## config.mk

```make
export PLATFORM = sky130hd
export DESIGN_NAME = bk_nibble_subtractor_flat
export DESIGN_NICKNAME = d
export VERILOG_FILES = /design/src/rtl/bk_pkg.sv /design/src/rtl/bk_nibble_subtractor_if.sv /design/src/rtl/bk4_sub_slice.sv /design/src/rtl/bk_nibble_subtractor.sv /design/src/flat_wrapper.sv
export SDC_FILE = /design/constraint.sdc
export NUM_CORES = 1
export LEC_CHECK = 0
export BUFFER_PORTS_ARGS = -buffer_cell sky130_fd_sc_hd__buf_2
export CAP_MARGIN = 30
export CORE_MARGIN = 2
export CORE_UTILIZATION = 60
export DETAILED_ROUTE_END_ITERATION = 16
export HOLD_SLACK_MARGIN = 0.1
export PLACE_DENSITY = 0.87
export SYNTH_ARGS = -nofsm -noshare
export SYNTH_HDL_FRONTEND = slang
export SYNTH_SLANG_ARGS = --single-unit
```

## constraint.sdc

```tcl
create_clock -name clk -period 4.85 [get_ports clk]
set_clock_uncertainty 0.05 [all_clocks]
set_input_delay 0.485 -clock clk [delete_from_list [all_inputs] [get_ports clk]]
set_output_delay 0.485 -clock clk [all_outputs]
set_load 0.05 [all_outputs]
```

## src/rtl/bk_pkg.sv

```systemverilog
// Shared types and helpers for the nibble-serial Brent-Kung subtractor.
// Optional signed overflow flag: BK_SUB_SIGNED_OVF_EN.
package bk_pkg;

  typedef enum logic [1:0] {
    IDLE,
    RUN,
    DONE
  } state_t;

  localparam int NIB_W = 4;

  function automatic int nib_count(input int width);
    return width / NIB_W;
  endfunction

endpackage

```

## src/rtl/bk_nibble_subtractor_if.sv

```systemverilog
// Request/result bundle of the nibble-serial subtractor.
// Optional signed overflow flag: BK_SUB_SIGNED_OVF_EN.
interface bk_nibble_subtractor_if #(
  parameter int WIDTH = 16
);

  logic             start;
  logic [WIDTH-1:0] a;
  logic [WIDTH-1:0] b;
  logic             busy;
  logic             done;
  logic [WIDTH-1:0] diff;
  logic             borrow;
  logic             eq;
  logic             ovf;

  modport master (
    output start, a, b,
    input  busy, done, diff, borrow, eq, ovf
  );

  modport slave (
    input  start, a, b,
    output busy, done, diff, borrow, eq, ovf
  );

endinterface

```

## src/rtl/bk4_sub_slice.sv

```systemverilog
// 4-bit Brent-Kung prefix slice computing x - y - bin.
// Optional signed overflow flag: BK_SUB_SIGNED_OVF_EN.
module bk4_sub_slice (
  input  logic [3:0] x,
  input  logic [3:0] y,
  input  logic       bin,
  output logic [3:0] d,
  output logic       bout
);

  logic [3:0] p;
  logic [3:0] g;
  logic [4:0] c;
  logic       g10, p10;
  logic       g32, p32;
  logic       g20, p20;
  logic       g30, p30;

  // grey cells on x and ~y
  assign p = x ^ ~y;
  assign g = x & ~y;

  // first black level
  assign g10 = g[1] | (p[1] & g[0]);
  assign p10 = p[1] & p[0];
  assign g32 = g[3] | (p[3] & g[2]);
  assign p32 = p[3] & p[2];

  // second black level plus the odd fill-in
  assign g30 = g32 | (p32 & g10);
  assign p30 = p32 & p10;
  assign g20 = g[2] | (p[2] & g10);
  assign p20 = p[2] & p10;

  // green cells fold in carry-in = ~bin
  assign c[0] = ~bin;
  assign c[1] = g[0] | (p[0] & c[0]);
  assign c[2] = g10 | (p10 & c[0]);
  assign c[3] = g20 | (p20 & c[0]);
  assign c[4] = g30 | (p30 & c[0]);

  assign d    = p ^ c[3:0];
  assign bout = ~c[4];

endmodule

```

## src/rtl/bk_nibble_subtractor.sv

```systemverilog
// Nibble-serial a - b through one shared 4-bit prefix slice.
// Optional signed overflow flag: BK_SUB_SIGNED_OVF_EN.
module bk_nibble_subtractor
  import bk_pkg::*;
#(
  parameter int WIDTH = 16
) (
  input  logic clk,
  input  logic rst,
  bk_nibble_subtractor_if.slave bus
);

  localparam int NIB   = nib_count(WIDTH);
  localparam int CNT_W = $clog2(NIB);
  localparam int MSB   = WIDTH - 1;

  generate
    if ((WIDTH % NIB_W) != 0 || WIDTH < 8) begin : g_bad_width
      $error("WIDTH must be a multiple of 4 and at least 8");
    end
  endgenerate

  state_t           state;
  state_t           nxt;
  logic [CNT_W-1:0] cnt;
  logic [WIDTH-1:0] a_r;
  logic [WIDTH-1:0] b_r;
  logic [WIDTH-1:0] acc;
  logic [WIDTH-1:0] acc_nxt;
  logic [WIDTH-1:0] diff_r;
  logic             bor_r;
  logic             borrow_r;
  logic             eq_r;
  logic [3:0]       x_nib;
  logic [3:0]       y_nib;
  logic [3:0]       d_nib;
  logic             bout;
  logic             accept;
  logic             last;
  logic             busy;
  logic             done;

  assign last = (cnt == CNT_W'(NIB - 1));

  // select the current nibble and merge its result into the partial diff
  always_comb begin
    x_nib   = a_r[cnt*NIB_W +: NIB_W];
    y_nib   = b_r[cnt*NIB_W +: NIB_W];
    acc_nxt = acc;
    acc_nxt[cnt*NIB_W +: NIB_W] = d_nib;
  end

  bk4_sub_slice u_slice (
    .x    (x_nib),
    .y    (y_nib),
    .bin  (bor_r),
    .d    (d_nib),
    .bout (bout)
  );

  // state register
  always_ff @(posedge clk) begin
    if (rst) state <= IDLE;
    else     state <= nxt;
  end

  // next state and handshake outputs
  always_comb begin
    nxt    = state;
    busy   = 1'b0;
    done   = 1'b0;
    accept = 1'b0;
    unique case (state)
      IDLE: begin
        if (bus.start) begin
          accept = 1'b1;
          nxt    = RUN;
        end
      end
      RUN: begin
        busy = 1'b1;
        if (last) nxt = DONE;
      end
      DONE: begin
        done   = 1'b1;
        accept = bus.start;
        nxt    = bus.start ? RUN : IDLE;
      end
      default: nxt = IDLE;
    endcase
  end

  // operand latch, nibble iteration and result capture on DONE entry
  always_ff @(posedge clk) begin
    if (rst) begin
      a_r      <= '0;
      b_r      <= '0;
      acc      <= '0;
      cnt      <= '0;
      bor_r    <= 1'b0;
      diff_r   <= '0;
      borrow_r <= 1'b0;
      eq_r     <= 1'b0;
    end else if (accept) begin
      a_r   <= bus.a;
      b_r   <= bus.b;
      cnt   <= '0;
      bor_r <= 1'b0;
    end else if (busy) begin
      acc   <= acc_nxt;
      bor_r <= bout;
      cnt   <= cnt + CNT_W'(1);
      if (last) begin
        cnt      <= '0;
        diff_r   <= acc_nxt;
        borrow_r <= bout;
        eq_r     <= (acc_nxt == '0);
      end
    end
  end

`ifdef BK_SUB_SIGNED_OVF_EN
  logic ovf_r;

  // signed overflow: operand signs differ and result sign left a's
  always_ff @(posedge clk) begin
    if (rst) begin
      ovf_r <= 1'b0;
    end else if (busy && last) begin
      ovf_r <= (a_r[MSB] != b_r[MSB]) &&
               (acc_nxt[MSB] != a_r[MSB]);
    end
  end

  assign bus.ovf = ovf_r;
`else
  assign bus.ovf = 1'b0;
`endif

  assign bus.busy   = busy;
  assign bus.done   = done;
  assign bus.diff   = diff_r;
  assign bus.borrow = borrow_r;
  assign bus.eq     = eq_r;

endmodule
```

## src/flat_wrapper.sv

```systemverilog
// flat-port wrapper written by rule: the top's interface ports become plain ports
module bk_nibble_subtractor_flat import bk_pkg::*;
#(
  parameter int WIDTH = 16
)
  (clk, rst, bus_start, bus_a, bus_b, bus_busy, bus_done, bus_diff, bus_borrow, bus_eq, bus_ovf);
  bk_nibble_subtractor_if #(.WIDTH(WIDTH)) bus_i ();
  input  logic clk;
  input  logic rst;
  input wire logic [$bits(bus_i.start)-1:0] bus_start;
  input wire logic [$bits(bus_i.a)-1:0] bus_a;
  input wire logic [$bits(bus_i.b)-1:0] bus_b;
  output wire logic [$bits(bus_i.busy)-1:0] bus_busy;
  output wire logic [$bits(bus_i.done)-1:0] bus_done;
  output wire logic [$bits(bus_i.diff)-1:0] bus_diff;
  output wire logic [$bits(bus_i.borrow)-1:0] bus_borrow;
  output wire logic [$bits(bus_i.eq)-1:0] bus_eq;
  output wire logic [$bits(bus_i.ovf)-1:0] bus_ovf;
  assign bus_i.start = bus_start;
  assign bus_i.a = bus_a;
  assign bus_i.b = bus_b;
  assign bus_busy = bus_i.busy;
  assign bus_done = bus_i.done;
  assign bus_diff = bus_i.diff;
  assign bus_borrow = bus_i.borrow;
  assign bus_eq = bus_i.eq;
  assign bus_ovf = bus_i.ovf;
  bk_nibble_subtractor #(.WIDTH(WIDTH)) u_core (.clk(clk), .rst(rst), .bus(bus_i));
endmodule
```

* After elaboration in Yosys (flattened, before gate mapping)
Cells that the tools add are included.
W data, S select, Z words.
** Storage, ports and cells
- Bits in latches :: 0
- Output and inout bits :: 21
- Logic and storage cells :: 63
- Input bits :: 35
- Memory bits (writable) :: 0
- ROM bits :: 0
- Memories :: 0
- Register bits :: 71
** Cells by class
- Reduce and logical (&&, ||, !) cells :: 6
- Multiply operators :: 0
- Bitwise operators :: 27
- Order comparisons :: 0
- Add/subtract/negate cells :: 2
- Equal/unequal tests :: 5
- Div/mod/pow operators :: 0
- Shifts and indexed selects :: 4
- Muxes and demuxes :: 10
** Operators by type and width (count)
- $neg A4 Y34 :: 1
- $shift A4 B34 Y16 const A :: 1
- $shiftx A4 B34 Y16 :: 1
- $shiftx A16 B5 Y4 :: 2
- $bwmux W16 :: 1
- $logic_not A16 Y1 :: 1
- $and A1 B1 Y1 :: 12
- $or A1 B1 Y1 :: 8
- $xor A4 B4 Y4 :: 2
- $mux W2 :: 3
- $pmux W2 S3 :: 1
- $and A4 B4 Y4 :: 1
- $eq A2 B2 Y1 const B :: 2
- $mux W1 :: 4
- $not A4 Y4 :: 1
- $reduce_and A2 Y1 :: 2
- $not A1 Y1 :: 3
- $reduce_and A3 Y1 :: 1
- $add A2 B1 Y2 const B :: 1
- $eq A2 B1 Y1 const B :: 1
- $logic_not A2 Y1 :: 1
- $ne A2 B1 Y1 const B :: 1
- $ne A2 B2 Y1 const B :: 1
- $pmux W1 S2 :: 1
- $reduce_or A2 Y1 :: 1

* Depth between registers and ports, before layout
Gate-level depths: netlist of the first run.
- Depth after elaboration :: 12
- Depth in mapped cells :: 11
- Depth with buffers taken out :: 8

* Modules after synthesis
A second synthesis of the first run with hierarchy kept.
** Second synthesis, totals
- Cell total of the unflattened synthesis :: 377
- Area, all modules :: 3229.3 um^2
** By module, submodules not included
- bk_nibble_subtractor :: sequential area each 1421.4 um^2, instances 1, cells each 353, area an instance 3026.7 um^2
- bk4_sub_slice :: sequential area each 0.0 um^2, instances 1, cells each 24, area an instance 202.7 um^2

* Worst setup path after synthesis of the first run
OpenSTA, ideal clock, no wires.
- Kind :: register -> register
- Start point :: register u_core.cnt[0]
- End point :: register u_core.diff_r[15] (netlist: u_core.bus.diff[15])
- Library setup time :: 138 ps
- Period minus slack after synthesis :: 2728 ps
- Path buffers :: 3
- Arrival time :: 2540 ps
- Data required time :: 4662 ps
- Stages on the path, launching flop included :: 11
- Path slack :: 2122 ps
- Path through :: dfxtp_1 > buf_2 > buf_4 > mux4_2 > ha_1 > a21oi_2 > a21boi_1 > or3_1 > buf_4 > a32oi_1 > a211oi_1
** Between the ends
- Cells in the longest elaborated chain, start to end :: 11
- Elaborated cells on any way between the ends :: 24
- Classes of those cells :: add/sub (1); eq/ne (1); shift (4); mux (1); bitwise (16); reduce/logical (1)
** RTL lines
- start: declaration :: RTL line bk_nibble_subtractor.sv:25 : logic [CNT_W-1:0] cnt;
- start signal: assignment :: RTL line bk_nibble_subtractor.sv:112 : cnt <= cnt + CNT_W'(1);
- $shiftx A16 B5 Y4 :: RTL line bk_nibble_subtractor.sv:48 : y_nib = b_r[cnt*NIB_W +: NIB_W];
- $not A4 Y4 :: RTL line bk4_sub_slice.sv:20, bk4_sub_slice.sv:21
- $xor A4 B4 Y4 / $and A4 B4 Y4 (equally long branches) :: RTL line bk4_sub_slice.sv:20, bk4_sub_slice.sv:21
- $and A1 B1 Y1 :: RTL line bk4_sub_slice.sv:24 : assign g10 = g[1] | (p[1] & g[0]);
- $or A1 B1 Y1 :: RTL line bk4_sub_slice.sv:24
- $and A1 B1 Y1 :: RTL line bk4_sub_slice.sv:32 : assign g20 = g[2] | (p[2] & g10);
- $or A1 B1 Y1 :: RTL line bk4_sub_slice.sv:32
- $or A1 B1 Y1 :: RTL line bk4_sub_slice.sv:39 : assign c[3] = g20 | (p20 & c[0]);
- $xor A4 B4 Y4 :: RTL line bk4_sub_slice.sv:42 : assign d = p ^ c[3:0];
- $shiftx A4 B34 Y16 :: RTL line bk_nibble_subtractor.sv:50 : acc_nxt[cnt*NIB_W +: NIB_W] = d_nib;
- $bwmux W16 :: RTL line bk_nibble_subtractor.sv:50
- end signal: assignment :: RTL line bk_nibble_subtractor.sv:115 : diff_r <= acc_nxt;
- end: declaration :: RTL line bk_nibble_subtractor.sv:30 : logic [WIDTH-1:0] diff_r;
Several ways; a longest one is shown, not always the timed one.
A chain may end at the register's enable or synchronous reset.

* Worst setup path after layout of the first run
- Start point :: register u_core.cnt[0]
- End point :: register u_core.diff_r[3] (netlist: u_core.bus.diff[3])
Same word-level chain as after synthesis.

==> results of run 1 <==
==> registers in the layout (all words and copies together), names as in the netlist, 2 cells and up <==
signal / count
u_core.state: 2
u_core.acc: 16
u_core.cnt: 2
u_core.b_r: 16
u_core.bus.diff: 16
u_core.a_r: 16
==> logic make-up after synthesis <==
kind of cell,synth area share [%]
and+or+nand+nor,22.39
AOI/OAI and AO/OA,17.52
DFF,43.84
buffers and inverters,5.326
adders and majority gates,4.477
muxes,5.558
xor gates and xnor gates,0.7721
other,0.1157
==> through the flow <==
step | power, mW | setup slack, ns | hold slack, ns | instance area, µm²
after detailed placement | 0.8300 | 1.592 | 0.3985 | 3528
after CTS | 1.308 | 1.586 | 0.3114 | 3737
after global routing | 1.360 | 1.350 | 0.3294 | 3737
after global placement | 0.8201 | 1.684 | 0.3921 | 3501
after floorplan | 0.7726 | 2.122 | 0.3831 | 3242
final | 1.308 | 1.572 | 0.3141 | 3737
==> cell type report <==
| type | instances | area, µm² | area share (%) |
|---|---|---|---|
| Inverter | 13 | 48.80 | 1.306 |
| Tap cell | 70 | 87.58 | 2.343 |
| Sequential cell | 71 | 1421 | 38.03 |
| Clock inverter | 3 | 40.04 | 1.071 |
| Timing Repair Buffer | 58 | 320.3 | 8.570 |
| Multi-Input combinational cell | 269 | 1650 | 44.16 |
| Clock buffer | 13 | 168.9 | 4.520 |
==> cell usage in the layout, fill, tap and decap left out, drive strengths merged <==
cell type / instances
a211oi: 14
a21boi: 1
a21oi: 46
a221oi: 4
a22oi: 3
a2bb2oi: 1
a311oi: 1
a32oi: 12
and3b: 1
and4: 1
and4bb: 1
buf: 58
bufinv: 1
clkbuf: 13
clkinv: 2
conb: 1
dfxtp: 71
fa: 1
ha: 10
inv: 13
mux4: 8
nand2: 77
nand2b: 3
nand3b: 3
nand4: 6
nor2: 45
nor2b: 4
nor3: 12
nor4: 3
nor4bb: 1
o21ai: 2
o22ai: 2
o31ai: 2
or3: 2
xnor2: 1
xor2: 1
==> power breakdown <==
group	internal, mW	total (mW)	switching (mW)
clock	0.278	0.486	0.208
combinational	0.0702	0.198	0.128
sequential	0.606	0.623	0.0175
==> tightest hold or removal path, delay by kind of cell <==
family | cells | cell delay (ns)
and+or+nand+nor | 1 | 0.04
buffers and inverters | 1 | 0.09
AOI/OAI and AO/OA | 1 | 0.05
==> worst paths after layout <==
kind | endpoint | slack (ns)
max | u_core.bus.diff[3] | 1.57
min reg2reg | u_core.b_r[14] | 0.41
max reg2reg | u_core.bus.diff[3] | 1.57
min | u_core.b_r[13] | 0.31
==> routing by layer <==
| layer | share of wire, % | track usage [%] | wire length [µm] | vias up |
|---|---|---|---|---|
| met5 | 0 | 0 | 0 | - |
| met4 | 2.5 | 11.96 | 193 | 0 |
| met3 | 7.0 | 5.698 | 535 | 25 |
| met2 | 45 | 42.61 | 3470 | 140 |
| met1 | 45 | 36.68 | 3429 | 1339 |
| li1 | - | - | - | 1419 |
==> results.yml, run 1 <==
clocking:
  path_clk_slew_ns: 0.07
  htreeDepth: 3
  post_cts_resized: 0
  cts_buffers: 9
  clock_latency_ns: 0.35
  post_cts.repair.setup_buffers: 0
  cts_tree: "done"
  clock_path_buffers: 2
  root_buffer: "clkbuf_8"
  cts_hold_buf: 0
  clkSinkCount: 71
logic_synthesis:
  synth-seq-cells: 71
  yosysSeqAreaShare_pct: 43.84
  syn-mean-instance-area_um2: 8.531
  ys.warnings.count: 0
  synth_area_leaders: "dfxtp_1 44%, nand2_1 8.9%, a21oi_1 6.9%"
  synth_area_um2: 3242
  synth_top_cells_by_count: "77 x nand2_1, 71 x dfxtp_1, 45 x a21oi_1, 45 x nor2_1, 17 x clkbuf_1"
  synth-edff-count: 0
  synth.most_common_cell: "nand2_1"
  synth_cell_types: 40
  synth_cells: 380
  netlist.area_leader.share_pct: 43.84
  synthFlopType: "dfxtp_1"
  postSynth.asyncResetShare_pct: 0
  synth.largest_area_cell: "dfxtp_1"
  syn_nets: 426
detailed_routing:
  num_vias: 2923
  wl_per_cell_um: 15.35
  ant_nets: 0
  drc_errors: 0
  drtIter0Drc: 263
  drtPass1Iterations: 5
  routed_via_density: 5.881
  wirelength_mm: 7.628
placement:
  hpwl_mm: 5.340
  dp_cells: 481
  port_buffers: 54
  gp_congestion: 0.9366
grt:
  overflow: 0
  grt_pass1_vias: 2791
  antenna_found_initial: 0
  grt_max_degree: 39
  grt_usage_pct: 27.29
  grt_pass1_wl_mm: 13.05
die:
  boundaryPins: 56
  initial_core_util_pct: 62.68
  rows: 26
  core_um2: 5172
  die_area_um2: 6007
  die_y_um: 77.51
  die_x_um: 77.51
worst_setup_path:
  startpoint: "u_core.cnt[0]"
  path_max_fanout: 19
  worstPathRequired_ns: 4.99
  crit_cells: 7
  critPathKind: "register to register"
  timing.rr.start: "u_core.cnt[0]"
  crit_chain: "mux4_2 > ha_1 > a21oi_2 > a21boi_1 > or3_1 > a32oi_1 > a211oi_1"
  cp_num_buf_inv: 0
  startpoint_type: "register"
  crit_family: "flip-flops"
  cp_slowest_cell: "dfxtp_1"
  cpPeakStageDelay_ns: 0.89
  cp-end-kind: "register"
  r2r.worst_path.cells: 7
  cp.arrival_ns: 3.42
power:
  leakage_nw: 1.475
  power_density_nw_per_um2: 349.9
  ir_drop_mv: 0.2178
sta:
  tightest_slew_ns: 0.9960
  final.setup.tns_ns: 0
  rsz0062_at_grt: "false"
  finalMaxSlewViolations: 0
  slew_headroom_pct: 33.60
  setup_violations: 0
  max_freq_mhz: 305.1
  fin_crit_sh_pct: 67.58
  period_needed_ns: 3.278
  final-hold-violation-count: 0
worst_hold_path:
  hp-class: "input port to register"
  worstHoldStart: "bus_b[13]"
  holdPathStages: 3
cells_and_area:
  antenna_cells: 0
  fill_cells: 402
  area_delta_synth_final_pct: 15.28
  layout.nets: 468
  drive_gt1_share_pct: 21.08
  final_util_pct: 72.25
  fin_cells: 497
status:
  status: "complete, no violations"
run:
  drv_cap: 0
Power figures use the tool's default switching activity.
==> run 2: changes to the inputs <==
--- a/config.mk
+++ b/config.mk
@@ -8,10 +8,10 @@
 export BUFFER_PORTS_ARGS = -buffer_cell sky130_fd_sc_hd__buf_2
 export CAP_MARGIN = 30
 export CORE_MARGIN = 2
-export CORE_UTILIZATION = 60
+export CORE_UTILIZATION = 50
 export DETAILED_ROUTE_END_ITERATION = 16
 export HOLD_SLACK_MARGIN = 0.1
-export PLACE_DENSITY = 0.87
+export PLACE_DENSITY = 0.77
 export SYNTH_ARGS = -nofsm -noshare
 export SYNTH_HDL_FRONTEND = slang
 export SYNTH_SLANG_ARGS = --single-unit
==> constraint.sdc (replaced) <==
create_clock -name clk -period 2.65 [get_ports clk]
set_clock_uncertainty 0.05 [all_clocks]
set_input_delay 0.265 -clock clk [delete_from_list [all_inputs] [get_ports clk]]
set_output_delay 0.265 -clock clk [all_outputs]
set_load 0.05 [all_outputs]
==> run 2 against run 1 <==
  * Non-clock buffer count is 29 higher
  * Die area up 19%
  * Register-to-register slack lost 1.4 ns
  * Setup slack lost 1.4 ns
  * Sequential share of layout area down 2.5 points
  * Power increased by 76%
  * Final cell count increased by 7.0%
  * Largest power group unchanged
  * Highest routed layer unchanged
==> results.yml, run 2 (synthesized netlist as in run 1, its figures left out) <==
status:
  status: "complete, no violations"
clocking:
  clock_latency_ns: 0.35
  cts_tree: "done"
  htreeDepth: 3
  path_clk_slew_ns: 0.07
  cts_buffers: 9
  clkSinkCount: 71
  root_buffer: "clkbuf_8"
  post_cts.repair.setup_buffers: 0
  clock_path_buffers: 2
worst_hold_path:
  worstHoldStart: "bus_b[3]"
  worstHoldEndpoint: "u_core.b_r[3]"
  holdPathStages: 3
  hp-class: "input port to register"
cells_and_area:
  layout.nets: 497
  fin_cells: 532
  multi_input_area_um2: 1704
  area_delta_synth_final_pct: 23.66
  layout.cells.most_common: "nand2_1"
  final_cell_mix: "77 x nand2_1, 70 x dfxtp_1, 54 x buf_2"
  regArea_um2: 1423
  drive_gt1_share_pct: 23.96
  fill_cells: 549
  antenna_cells: 0
grt:
  overflow: 0
  grt_pass1_wl_mm: 13.22
  grt_usage_pct: 23.02
  grt_max_degree: 41
  grt_pass1_vias: 2678
  antenna_found_initial: 0
worst_setup_path:
  timing.rr.start: "u_core.cnt[0]"
  cp.arrival_ns: 2.66
  worstPathRequired_ns: 2.80
  cp_slowest_cell: "mux4_2"
  rr_endpoint: "u_core.bus.diff[3]"
  regToRegSetupSlack_ns: 0.15
  path_max_fanout: 8
  crit_chain: "buf_12 > mux4_2 > ha_4 > a21oi_2 > a21boi_2 > or3_4 > a32oi_2 > a211oi_1"
  cp-end-kind: "register"
  critPathKind: "register to register"
  cpPeakStageDelay_ns: 0.53
  r2r.worst_path.cells: 8
  startpoint_type: "register"
die:
  initial_core_util_pct: 51.35
  boundaryPins: 56
  rows: 29
  die_area_um2: 7144
  core_um2: 6314
  die_y_um: 84.52
  die_x_um: 84.52
sta:
  tightest_slew_ns: 0.6895
  setup_violations: 0
  final.setup.tns_ns: 0
  rsz0062_at_grt: "false"
  max_freq_mhz: 399.2
  fin_crit_sh_pct: 94.52
  period_needed_ns: 2.505
  finalMaxSlewViolations: 0
  slew_headroom_pct: 54.03
  final-hold-violation-count: 0
placement:
  dp_cells: 500
  port_buffers: 54
  gp_congestion: 0.9459
  hpwl_mm: 5.403
power:
  ir_drop_mv: 0.4100
  power_density_nw_per_um2: 573.2
  leakage_nw: 1.585
run:
  drv_cap: 0
detailed_routing:
  drtPass1Iterations: 4
  num_vias: 2962
  wl_per_cell_um: 15.02
  routed_via_density: 5.568
  drtIter0Drc: 352
  ant_nets: 0
  drc_errors: 0
  wirelength_mm: 7.993
==> run 2: layout make-up <==
type,instances,share of cell area (%)
multi-input cells,269,42.51
flip-flops and latches,71,35.49
repair buffers,87,14.29
clock buffers,11,3.527
well taps,77,2.403
inverters,13,1.217
clock inverters,4,0.5618
==> run 2: timing repair <==
item / 4_1_cts / 5_1_grt
hold buffers: 17 / 0
resized for setup: 0 / 8
setup endpoints to repair: 0 / 7
hold endpoints to repair: 17 / 0
==> run 2: power breakdown <==
part           switching, mW  internal, mW  leakage [nW]
Combinational          0.251         0.180         0.922
Sequential            0.0282          1.11         0.579
Clock                  0.375         0.355        0.0850
==> run 2: stage by stage <==
stage	power (mW)	hold slack [ns]	worst slack, ns	util, %	instance area, µm²
floorplan	1.419	0.3510	0.06055	-	3261
global placement	1.536	0.3920	0.09895	57.53	3632
detailed placement	1.545	0.4022	0.01169	57.53	3632
CTS	2.288	0.1018	0.004343	62.82	3966
global route	2.399	0.1123	0.03952	63.50	4009
finish	2.298	0.1111	0.1453	63.50	4009
==> run 2: how the worst max path moves through the flow <==
stage                        startpoint                  end
after global placement    u_core.cnt[0]   u_core.bus.diff[3]
after floorplan           u_core.cnt[0]  u_core.bus.diff[15]
final                     u_core.cnt[0]   u_core.bus.diff[3]
after CTS                 u_core.cnt[0]   u_core.bus.diff[3]
after detailed placement  u_core.cnt[0]   u_core.bus.diff[3]
after global routing      u_core.cnt[0]   u_core.bus.diff[7]
==> run 2: critical path, delay by kind of cell, from the launching register on <==
kind,cells,cell delay [ns]
AOI/OAI and AO/OA,4,0.60
muxes,1,0.53
and+or+nand+nor,1,0.41
DFF,1,0.35
adders and majority gates,1,0.28
buffers and inverters,1,0.14
==> run 2: metal layers <==
layer  track usage (%)  wire (µm)  part of all wire (%)  vias to the layer above
li1                  -          -                     -                     1469
met2             33.43       3612                    45                       87
met1             34.08       3785                    47                     1394
met3             3.638        432                   5.4                       12
met5                 0          0                     0                        -
met4             9.524        162                   2.0                        0
